### src/rtl/pc_pkg.sv
// pc_pkg: shared redirect-source encoding and sizing helpers for pc_unit and pc_ras.
package pc_pkg;

    typedef enum logic [2:0] {
        SRC_SEQ,
        SRC_BR,
        SRC_JMP,
        SRC_CALL,
        SRC_RET
    } redirect_src_e;

    // clog2 of the stack depth, never below 1 so the pointer always has a bit.
    function automatic int ras_ptr_width(input int depth);
        int w;
        w = 1;
        for (int i = 1; i < 32; i++) begin
            if ((1 << i) < depth) w = i + 1;
        end
        return w;
    endfunction

endpackage

### src/rtl/pc_if.sv
// pc_if: fetch-control request / PC response bundle between the fetch stage and pc_unit.
interface pc_if #(parameter int ADDR_WIDTH = 8);

    logic                  en;
    logic                  br_take;
    logic [ADDR_WIDTH-1:0] br_off;
    logic                  jmp_take;
    logic [ADDR_WIDTH-1:0] jmp_addr;
    logic                  call;
    logic                  ret;
    logic [ADDR_WIDTH-1:0] pc;
    logic [ADDR_WIDTH-1:0] pc_next;
    logic                  redirect_pending;
    logic                  ras_empty;
    logic                  ras_full;
    logic                  ras_err;

    modport master (
        output en, br_take, br_off, jmp_take, jmp_addr, call, ret,
        input  pc, pc_next, redirect_pending, ras_empty, ras_full, ras_err
    );

    modport slave (
        input  en, br_take, br_off, jmp_take, jmp_addr, call, ret,
        output pc, pc_next, redirect_pending, ras_empty, ras_full, ras_err
    );

endinterface

### src/rtl/pc_ras.sv
// pc_ras: circular return-address stack; push on a full stack overwrites the oldest entry
// and pop on an empty stack is refused, both raising the sticky err flag.
module pc_ras
    import pc_pkg::*;
#(
    parameter int ADDR_WIDTH = 8,
    parameter int DEPTH      = 4
) (
    input  logic                  clk,
    input  logic                  reset,
    input  logic                  push,
    input  logic                  pop,
    input  logic [ADDR_WIDTH-1:0] push_data,
    output logic [ADDR_WIDTH-1:0] top_data,
    output logic                  empty,
    output logic                  full,
    output logic                  err
);

    localparam int PTR_W = ras_ptr_width(DEPTH);
    localparam logic [PTR_W:0] COUNT_MAX = (PTR_W+1)'(DEPTH);

    logic [ADDR_WIDTH-1:0] mem_q [DEPTH];
    logic [ADDR_WIDTH-1:0] mem_d [DEPTH];
    logic [PTR_W-1:0]      ptr_q, ptr_d;
    logic [PTR_W:0]        count_q, count_d;
    logic                  err_q, err_d;
    logic [PTR_W-1:0]      top_idx;

    // ptr_q is the next free slot; it wraps naturally because DEPTH is a power of two.
    always_comb begin
        mem_d   = mem_q;
        ptr_d   = ptr_q;
        count_d = count_q;
        err_d   = err_q;
        if (pop) begin
            if (count_q == '0) begin
                err_d = 1'b1;
            end else begin
                ptr_d   = ptr_q - PTR_W'(1);
                count_d = count_q - (PTR_W+1)'(1);
            end
        end else if (push) begin
            mem_d[ptr_q] = push_data;
            ptr_d        = ptr_q + PTR_W'(1);
            if (count_q == COUNT_MAX) err_d = 1'b1;
            else                      count_d = count_q + (PTR_W+1)'(1);
        end
    end

    always_ff @(posedge clk or posedge reset) begin
        if (reset) begin
            for (int i = 0; i < DEPTH; i++) mem_q[i] <= '0;
            ptr_q   <= '0;
            count_q <= '0;
            err_q   <= 1'b0;
        end else begin
            mem_q   <= mem_d;
            ptr_q   <= ptr_d;
            count_q <= count_d;
            err_q   <= err_d;
        end
    end

    assign top_idx  = ptr_q - PTR_W'(1);
    assign top_data = mem_q[top_idx];
    assign empty    = (count_q == '0);
    assign full     = (count_q == COUNT_MAX);
    assign err      = err_q;

endmodule

### src/rtl/pc_unit.sv
// pc_unit: fetch-stage program counter with branch/jump/call/return redirects held across stalls.
// Define PC_RAS_EN to instantiate the return-address stack; otherwise call acts as jump and ret is ignored.
module pc_unit
    import pc_pkg::*;
#(
    parameter int ADDR_WIDTH = 8,
    parameter int INC        = 1,
    parameter int RESET_VEC  = 0,
    parameter int RAS_DEPTH  = 4
) (
    input  logic clk,
    input  logic reset,
    pc_if.slave  bus
);

    typedef logic [ADDR_WIDTH-1:0] addr_t;

    localparam addr_t INC_A   = addr_t'(INC);
    localparam addr_t RESET_A = addr_t'(RESET_VEC);

    if (RAS_DEPTH < 2 || (RAS_DEPTH & (RAS_DEPTH - 1)) != 0) begin : g_bad_depth
        $error("pc_unit: RAS_DEPTH must be a power of two and at least 2");
    end

    addr_t         pc_q, pc_d;
    addr_t         pend_q, pend_d;
    logic          pending_q, pending_d;
    addr_t         target;
    addr_t         ras_top;
    logic          redirect;
    redirect_src_e src;

`ifdef PC_RAS_EN
    logic ras_empty;
    logic ras_push;

    assign ras_push = (src == SRC_CALL);

    pc_ras #(
        .ADDR_WIDTH (ADDR_WIDTH),
        .DEPTH      (RAS_DEPTH)
    ) u_ras (
        .clk       (clk),
        .reset     (reset),
        .push      (ras_push),
        .pop       (bus.ret),
        .push_data (pc_q + INC_A),
        .top_data  (ras_top),
        .empty     (ras_empty),
        .full      (bus.ras_full),
        .err       (bus.ras_err)
    );

    assign bus.ras_empty = ras_empty;
`else
    logic ras_unused;

    assign ras_unused    = bus.ret;
    assign ras_top       = '0;
    assign bus.ras_empty = 1'b1;
    assign bus.ras_full  = 1'b0;
    assign bus.ras_err   = 1'b0;
`endif

    // A ret against an empty stack degrades to sequential and still swallows lower requests.
    always_comb begin
        src = SRC_SEQ;
`ifdef PC_RAS_EN
        if (bus.ret)           src = ras_empty ? SRC_SEQ : SRC_RET;
        else if (bus.call)     src = SRC_CALL;
        else if (bus.jmp_take) src = SRC_JMP;
        else if (bus.br_take)  src = SRC_BR;
`else
        if (bus.call || bus.jmp_take) src = SRC_JMP;
        else if (bus.br_take)         src = SRC_BR;
`endif
    end

    always_comb begin
        target = pc_q + INC_A;
        case (src)
            SRC_BR:   target = pc_q + bus.br_off;
            SRC_JMP:  target = bus.jmp_addr;
            SRC_CALL: target = bus.jmp_addr;
            SRC_RET:  target = ras_top;
            default:  target = pc_q + INC_A;
        endcase
    end

    assign redirect = (src != SRC_SEQ);

    // A live redirect beats a held one; a stalled redirect replaces whatever is held.
    always_comb begin
        pc_d      = pc_q;
        pend_d    = pend_q;
        pending_d = pending_q;
        if (bus.en) begin
            pending_d = 1'b0;
            if (redirect)       pc_d = target;
            else if (pending_q) pc_d = pend_q;
            else                pc_d = pc_q + INC_A;
        end else if (redirect) begin
            pend_d    = target;
            pending_d = 1'b1;
        end
    end

    always_ff @(posedge clk or posedge reset) begin
        if (reset) begin
            pc_q      <= RESET_A;
            pend_q    <= '0;
            pending_q <= 1'b0;
        end else begin
            pc_q      <= pc_d;
            pend_q    <= pend_d;
            pending_q <= pending_d;
        end
    end

    assign bus.pc               = pc_q;
    assign bus.pc_next          = pc_d;
    assign bus.redirect_pending = pending_q;

endmodule
### src/flat_wrapper.sv
// flat-port wrapper written by rule: the top's interface ports become plain ports
module pc_unit_flat import pc_pkg::*;
#(
    parameter int ADDR_WIDTH = 8,
    parameter int INC        = 1,
    parameter int RESET_VEC  = 0,
    parameter int RAS_DEPTH  = 4
)
  (clk, reset, bus_en, bus_br_take, bus_br_off, bus_jmp_take, bus_jmp_addr, bus_call, bus_ret, bus_pc, bus_pc_next, bus_redirect_pending, bus_ras_empty, bus_ras_full, bus_ras_err);
  pc_if #(.ADDR_WIDTH(ADDR_WIDTH)) bus_i ();
  input  logic clk;
  input  logic reset;
  input wire logic [$bits(bus_i.en)-1:0] bus_en;
  input wire logic [$bits(bus_i.br_take)-1:0] bus_br_take;
  input wire logic [$bits(bus_i.br_off)-1:0] bus_br_off;
  input wire logic [$bits(bus_i.jmp_take)-1:0] bus_jmp_take;
  input wire logic [$bits(bus_i.jmp_addr)-1:0] bus_jmp_addr;
  input wire logic [$bits(bus_i.call)-1:0] bus_call;
  input wire logic [$bits(bus_i.ret)-1:0] bus_ret;
  output wire logic [$bits(bus_i.pc)-1:0] bus_pc;
  output wire logic [$bits(bus_i.pc_next)-1:0] bus_pc_next;
  output wire logic [$bits(bus_i.redirect_pending)-1:0] bus_redirect_pending;
  output wire logic [$bits(bus_i.ras_empty)-1:0] bus_ras_empty;
  output wire logic [$bits(bus_i.ras_full)-1:0] bus_ras_full;
  output wire logic [$bits(bus_i.ras_err)-1:0] bus_ras_err;
  assign bus_i.en = bus_en;
  assign bus_i.br_take = bus_br_take;
  assign bus_i.br_off = bus_br_off;
  assign bus_i.jmp_take = bus_jmp_take;
  assign bus_i.jmp_addr = bus_jmp_addr;
  assign bus_i.call = bus_call;
  assign bus_i.ret = bus_ret;
  assign bus_pc = bus_i.pc;
  assign bus_pc_next = bus_i.pc_next;
  assign bus_redirect_pending = bus_i.redirect_pending;
  assign bus_ras_empty = bus_i.ras_empty;
  assign bus_ras_full = bus_i.ras_full;
  assign bus_ras_err = bus_i.ras_err;
  pc_unit #(.ADDR_WIDTH(ADDR_WIDTH), .INC(INC), .RESET_VEC(RESET_VEC), .RAS_DEPTH(RAS_DEPTH)) u_core (.clk(clk), .reset(reset), .bus(bus_i));
endmodule
### config.mk
export PLATFORM = sky130hd
export DESIGN_NAME = pc_unit_flat
export DESIGN_NICKNAME = d
export VERILOG_FILES = /design/src/rtl/pc_pkg.sv /design/src/rtl/pc_if.sv /design/src/rtl/pc_ras.sv /design/src/rtl/pc_unit.sv /design/src/flat_wrapper.sv
export SDC_FILE = /design/constraint.sdc
export NUM_CORES = 1
export LEC_CHECK = 0
export ABC_AREA = 1
export CAP_MARGIN = 20
export CORE_MARGIN = 10
export CORE_UTILIZATION = 43
export DETAILED_ROUTE_END_ITERATION = 10
export HOLD_SLACK_MARGIN = 0.02
export PLACE_DENSITY = 0.77
export SETUP_SLACK_MARGIN = 0.05
export SYNTH_ARGS = -nofsm -noshare
export SYNTH_HDL_FRONTEND = slang
export SYNTH_SLANG_ARGS = --single-unit
### constraint.sdc
create_clock -name clk -period 2.55 [get_ports clk]
set_input_delay 0.765 -clock clk [delete_from_list [all_inputs] [get_ports clk]]
set_output_delay 0.765 -clock clk [all_outputs]
set_load 0.05 [all_outputs]
==> summary.md, run 1 <==
| Metric | Value |
|---|---|
| Status | `complete, but fails checks` |
| Failing checks | `setup timing` |
| Max-slew violations | `0` |
| Placed Area | `0.00226 sq mm` |
| Area of the multi-input gates | `0.00113 sq mm` |
| GRT Total Usage | `15.1%` |
| Routed Antenna Nets | `0` |
| Hpwl dp | `3.41 mm` |
| Slew @ Worst Pin | `0.674 ns` |
| R2R cell count | `9` |
| Largest area contributor in the netlist | `dfrtp_1` |
| Number of synthesized flops with an enable pin | `0` |
| Final setup margin | `-0.428 ns` |
| Endpoint, Worst Hold | `u_core.pend_q[7]$_DFFE_PP0P_` |
| Routed wire length | `4.60 mm` |
| Post-synthesis cell type count | `29` |
| Drt pass-1 iters | `6` |
| Clock Sinks | `17` |
| Reg area | `433 sq um` |
| Comb pwr share | `58.7%` |
| Fmax | `0.336 GHz` |
| Final Core Density | `77.4%` |
| GR Util met1 | `17.9%` |
| Die Height | `77.8 um` |
| Worst skew pair latency | `0.30 ns` |
| Vias in the first global route | `1,647` |
| ANT cells | `0` |
| R2r setup slk | `0.72 ns` |
| Std-Cell Rows | `20` |
| Clock power share | `12.6%` |
| Critical Path RT | `1.79 ns` |
| Post-route cell area | `0.00242 sq mm` |
| Met2 Use GR | `25.7%` |
| Seq cells post-synth | `17` |
| Crit end category | `output pin` |
| Leak pwr | `1.20 nW` |
| Root Driver | `clkbuf_4` |
| Gpl congestion | `0.862` |
| Rel. slew slack | `55.0%` |
| First-pass GRT wire length | `7.72 mm` |
| Internal power | `671 uW` |
| Sequential area share after synthesis | `29.6%` |
| Avg Inst Size Synth | `6.44 sq um` |
| RR Startpoint | `u_core.bus.pc[0]$_DFF_PP0_` |
| Syn Inst Count | `223` |
| Setup violators final | `8` |
| Fin nets | `319` |
| DRC | `0` |
| Max Root-Sink Buffers | `2` |
| CTS tree | `yes` |
| RSZ-0062 raised after global routing | `yes` |
| Placed cells | `319` |
| Tmin final | `2.98 ns` |
| Count leader, synth | `nand2_1` |
| Core area | `0.00313 sq mm` |
| Synth warn | `0` |
| Worst Hold Launch | `u_core.pend_q[7]$_DFFE_PP0P_` |
| Number of antenna violations at the first check in global routing | `0` |
| Die Wd | `77.8 um` |
| R2r endpoint | `u_core.bus.pc[4]$_DFF_PP0_` |
| Synth cell count leaders | `nand2_1 (75), inv_1 (29), nor2_1 (24), dfrtp_1 (17), nand3_1 (13)` |
| Clock-pin transition on the worst setup and hold timing paths | `0.10 ns` |
| CTS H-tree depth | `1` |
| Non-Filler Instances | `330` |
| Max_cap viols | `0` |
| Hold Crit Class | `reg2reg` |
| Post-DR wirelength/cell | `13.9 um` |
| Nature of the critical path startpoint | `input port` |
| Top cells by area, synth | `dfrtp_1 (30%), nand2_1 (20%), inv_1 (7.6%)` |
| Post-synth top area share | `29.6%` |
| Share of cells above drive strength 1 | `36.4%` |
| Mapped cell area | `0.00144 sq mm` |
| Ports | `43` |
| Initial DRC count | `149` |
| Switching Share | `43.6%` |
| Total number of vias | `1,647` |
| Residual overflow from global routing | `0` |
| Final Hold Fails | `0` |
| DR vias/cell | `4.99` |
| Tcrit/Tclk final | `117%` |
| Area grow syn2layout | `68.6%` |
| Hold-fix buffers, CTS | `0` |
| # fillers | `231` |
| Worst Hold Depth | `2` |
| Busiest grt layer | `met2` |
| Num CTS Buffers | `3` |
| Crit-path max FO | `4` |
| Global Route met3 Usage | `5.07%` |
| Top FF cell, synth | `dfrtp_1` |
| Count of input and output buffers | `38` |
| Largest net degree at the start of global routing | `19` |
| Initial Utilization | `45.9%` |
| Critical Path AT | `2.21 ns` |
| Sequential share of power | `28.6%` |
| Max VDD drop | `0.384 mV` |
| Clock skew | `0.00368 ns` |
| Die area | `0.00605 sq mm` |
| Asr flop ratio synth | `100%` |
| Cell Pwr Density | `492 mW/mm^2` |
| Setup Crit Path Kind | `in2out` |
| Net load switching power | `520 uW` |
-- worst max-delay path, stage by stage --
cell and delay, ns:
buf_6 0.10, ha_4 0.15, fa_2 0.41, a21oi_2 0.15
nor2_1 0.06, nor2_1 0.09, nand2_1 0.09, nand2_1 0.08
nor2_2 0.05, nor2_4 0.12, buf_12 0.15
-- power groups by stage --
stage                     clock network, mW  registers [mW]  logic [mW]
after floorplan                           0           0.409       0.329
after global placement                    0           0.347       0.632
after detailed placement                  0           0.348       0.640
after CTS                             0.153           0.341       0.673
after global routing                  0.168           0.345       0.763
final                                 0.151           0.341       0.700
-- area by class of cell --
cell class	count	share of cell area [%]
tap	44	2.27
timing repair buffer	65	26.9
sequential	17	17.9
clock buffer	4	1.09
inverter	32	4.96
multi-input combinational	168	46.9
-- placed cells by master (no fill, tap or decap), types with 8 or more instances in the layout --
cell	n
buf_12	9
buf_4	25
clkdlybuf4s50_1	18
dfrtp_1	11
inv_1	27
nand2_1	62
nand2_2	12
nand3_1	8
nor2_1	16
o21ai_1	8
-- flip-flops by register name, indices dropped and copies added (netlist names) --
name / flops
u_core.pend_q: 8
u_core.bus.redirect_pending: 1
u_core.bus.pc: 8
-- routing by layer --
| layer | wire length [um] | up-vias |
|---|---|---|
| li1 | - | 823 |
| met1 | 1950 | 761 |
| met2 | 2300 | 53 |
| met3 | 286 | 10 |
| met4 | 68 | 0 |
| met5 | 0 | - |
-- repair_timing --
item | in CTS | in global routing
setup buffers | 5 | 2
endpoints found under the setup margin | 8 | 10
pin swaps | 41 | 18
gates resized for setup | 52 | 14
hold endpoints to repair | 0 | 0
-- cell families after synthesis --
| logic type | synth area share, % |
|---|---|
| AOI/OAI and AO/OA | 12.6 |
| DFF | 29.6 |
| buffers and inverters | 11.7 |
| xor gates and xnor gates | 2.44 |
| other | 0.523 |
| and+or+nand+nor | 34.8 |
| adders and majority gates | 8.36 |
-- worst max-delay path by stage --
stage,from,endpoint,slack (ns),depth (start not counted)
after floorplan,bus_br_off[0],bus_pc_next[4],-0.24,9
after global placement,bus_br_off[0],bus_pc_next[4],-0.77,11
after detailed placement,bus_br_off[0],bus_pc_next[4],-0.79,11
after CTS,bus_br_off[0],bus_pc_next[4],-0.39,11
after global routing,bus_br_off[0],bus_pc_next[4],-0.53,11
final,bus_br_off[0],bus_pc_next[4],-0.43,11
-- per-stage QoR --
stage | worst slack, ns | power, mW | hold WS (ns) | setup TNS, ns
6_report | -0.428 | 1.19 | 0.495 | -2.56
5_1_grt | -0.528 | 1.28 | 0.525 | -3.29
4_1_cts | -0.388 | 1.17 | 0.501 | -2.16
3_5_place_dp | -0.789 | 0.989 | 0.466 | -5.27
3_3_place_gp | -0.770 | 0.979 | 0.468 | -5.18
2_1_floorplan | -0.240 | 0.738 | 0.449 | -0.735
No activity file was read; power rests on OpenSTA's default activity.
==> inputs of run 2 (changes only) <==
- GPL_TIMING_DRIVEN: unset -> 1
- PLACE_DENSITY: 0.77 -> unset
- PLACE_DENSITY_LB_ADDON: unset -> 0.12
- SLEW_MARGIN: unset -> 5
==> run 2 against run 1 <==
- the flow still finishes with violations (setup timing)
- combinational power is 10% higher
- via count is 6.2% higher
- highest routed layer unchanged
- total power is 6.3% higher
- sequential share of layout area is 1.3 points lower
- cell count is 5.8% higher
- worst hold slack better by 0.0049 ns
- die area stayed put
- critical path depth stayed put
- utilization is 6.3 points higher
- flip-flop and latch count stayed put
==> summary.md, run 2 (synthesis results as in run 1) <==
| Metric | Value |
|---|---|
| Die Wd | `77.8 um` |
| Gpl congestion | `0.855` |
| First-pass GRT wire length | `8.42 mm` |
| Setup violators final | `10` |
| Max Root-Sink Buffers | `2` |
| Post-DR wirelength/cell | `15.0 um` |
| Worst hold slack | `0.500 ns` |
| Nature of the critical path startpoint | `input port` |
| Met2 wire len | `2.60 mm` |
| Slew @ Worst Pin | `0.686 ns` |
| Max-slew violations | `0` |
| Max_cap viols | `0` |
| DR vias/cell | `5.01` |
| Crit end category | `output pin` |
| Clock-pin transition on the worst setup and hold timing paths | `0.10 ns` |
| Final setup margin | `-0.413 ns` |
| Vias in the first global route | `1,862` |
| RSZ-0062 raised after global routing | `yes` |
| Total number of vias | `1,749` |
| Max VDD drop | `0.445 mV` |
| Endpoint, Worst Hold | `u_core.pend_q[1]$_DFFE_PP0P_` |
| Hold Crit Class | `reg2reg` |
| Number of antenna violations at the first check in global routing | `0` |
| Area grow syn2layout | `82.2%` |
| ANT cells | `0` |
| DRC | `0` |
| Crit-path max FO | `4` |
| Setup Crit Path Kind | `in2out` |
| Die area | `0.00605 sq mm` |
| Root Driver | `clkbuf_4` |
| Rel. slew slack | `54.2%` |
| Residual overflow from global routing | `0` |
| RR Startpoint | `u_core.bus.pc[0]$_DFF_PP0_` |
| Final Hold Fails | `0` |
| GRT Total Usage | `16.6%` |
| Core area | `0.00313 sq mm` |
| CP peak stage delay | `0.38 ns` |
| Initial Utilization | `45.9%` |
| Hold-fix buffers, CTS | `0` |
| Tmin final | `2.96 ns` |
| CTS tree | `yes` |
| Largest net degree at the start of global routing | `19` |
| Worst Hold Depth | `2` |
| WL met1 | `2.10 mm` |
| CP cell instances | `buf_6, ha_4, fa_2, a21oi_2, nor2_1, nor2_1, nand2_1, nand2_1, nor2_2, nor2_4, buf_12` |
| R2r setup slk | `-0.21 ns` |
| Ports | `43` |
| Hpwl dp | `3.62 mm` |
| Worst Hold Launch | `u_core.pend_q[1]$_DFFE_PP0P_` |
| Routed wire length | `5.22 mm` |
| CP max stage cell | `fa_2` |
| Most common cell after layout, fill and taps aside | `nand2_1` |
| Status | `complete, but fails checks` |
| Initial DRC count | `91` |
| Worst skew pair latency | `0.30 ns` |
| CTS H-tree depth | `1` |
| Count of input and output buffers | `38` |
| Most frequent cells in the layout | `nand2_1 (61), buf_4 (43), inv_1 (27)` |
| Fin nets | `338` |
| Clock skew | `0.00492 ns` |
| R2r endpoint | `u_core.pend_q[7]$_DFFE_PP0P_` |
| Tcrit/Tclk final | `116%` |
| Drt pass-1 iters | `5` |
| Routed Antenna Nets | `0` |
| Max layer used | `met4` |
| Critical Path AT | `2.20 ns` |
| Critical Path RT | `1.79 ns` |
| Die Height | `77.8 um` |
| Failing checks | `setup timing` |
| Share of cells above drive strength 1 | `43.3%` |
| Met3 wire length | `397 um` |
| Clock Sinks | `17` |
| Std-Cell Rows | `20` |
| R2R cell count | `21` |
| Leak pwr | `1.32 nW` |
| Cell Pwr Density | `483 mW/mm^2` |
| Fmax | `0.337 GHz` |
| Num CTS Buffers | `3` |
| Pre-CTS setup slack | `-0.810 ns` |
==> run 2: cell types whose count changed in the layout (fill, tap and decap cells not counted), sizes merged <==
cell / previous run / this run
dlygate4sd2: 3 / 1
clkdlybuf4s15: 0 / 1
buf: 42 / 62
==> run 2: layout make-up <==
type / instances / area (sq um)
Tap cell: 44 / 55.1
Clock buffer: 4 / 26.3
Inverter: 32 / 123
Fill cell: 191 / 510
Multi-Input combinational cell: 168 / 1180
Sequential cell: 17 / 433
Timing Repair Buffer: 84 / 803
==> run 2: worst max-delay path by stage <==
stage | startpoint | end | cells after the start | slack [ns]
after floorplan | bus_br_off[0] | bus_pc_next[4] | 9 | -0.24
after global placement | bus_br_off[0] | bus_pc_next[4] | 11 | -0.77
after detailed placement | bus_br_off[0] | bus_pc_next[4] | 11 | -0.81
after CTS | bus_br_off[0] | bus_pc_next[4] | 11 | -0.39
after global routing | bus_br_off[0] | bus_pc_next[4] | 11 | -0.52
final | bus_br_off[0] | bus_pc_next[4] | 11 | -0.41
==> run 2: repair_timing <==
item,CTS,global route
pin swaps,32,16
endpoints found under the setup margin,8,12
gates resized for setup,59,25
buffers inserted,21,4
==> run 2: power by group <==
group	leakage, nW	internal, mW	switching [mW]
Combinational	1.11	0.342	0.429
Sequential	0.198	0.306	0.0361
Clock	0.0150	0.0610	0.0912
==> run 2: worst max-delay path: cells and delay by family <==
kind                       cells  cell delay (ns)
buffers and inverters          2             0.24
and+or+nand+nor                6             0.49
AOI/OAI and AO/OA              1             0.16
adders and majority gates      2             0.53
==> run 2: through the flow <==
step | cells | setup TNS (ns) | total power [mW] | util (%) | instance area (sq um)
final | 349 | -3.12 | 1.27 | 83.7 | 2620
after global routing | 349 | -3.96 | 1.35 | 83.7 | 2620
after CTS | 345 | -2.34 | 1.20 | 79.6 | 2490
after detailed placement | 320 | -5.44 | 0.992 | 72.4 | 2270
after global placement | 320 | -5.26 | 0.979 | 72.4 | 2270
after floorplan | 224 | -0.735 | 0.738 | - | 1630
==> run 2: routing by layer <==
layer	GRT usage (%)	up-vias
met4	4.93	0
li1	-	865
met2	28.7	65
met3	5.99	14
met1	18.7	805
met5	0	-
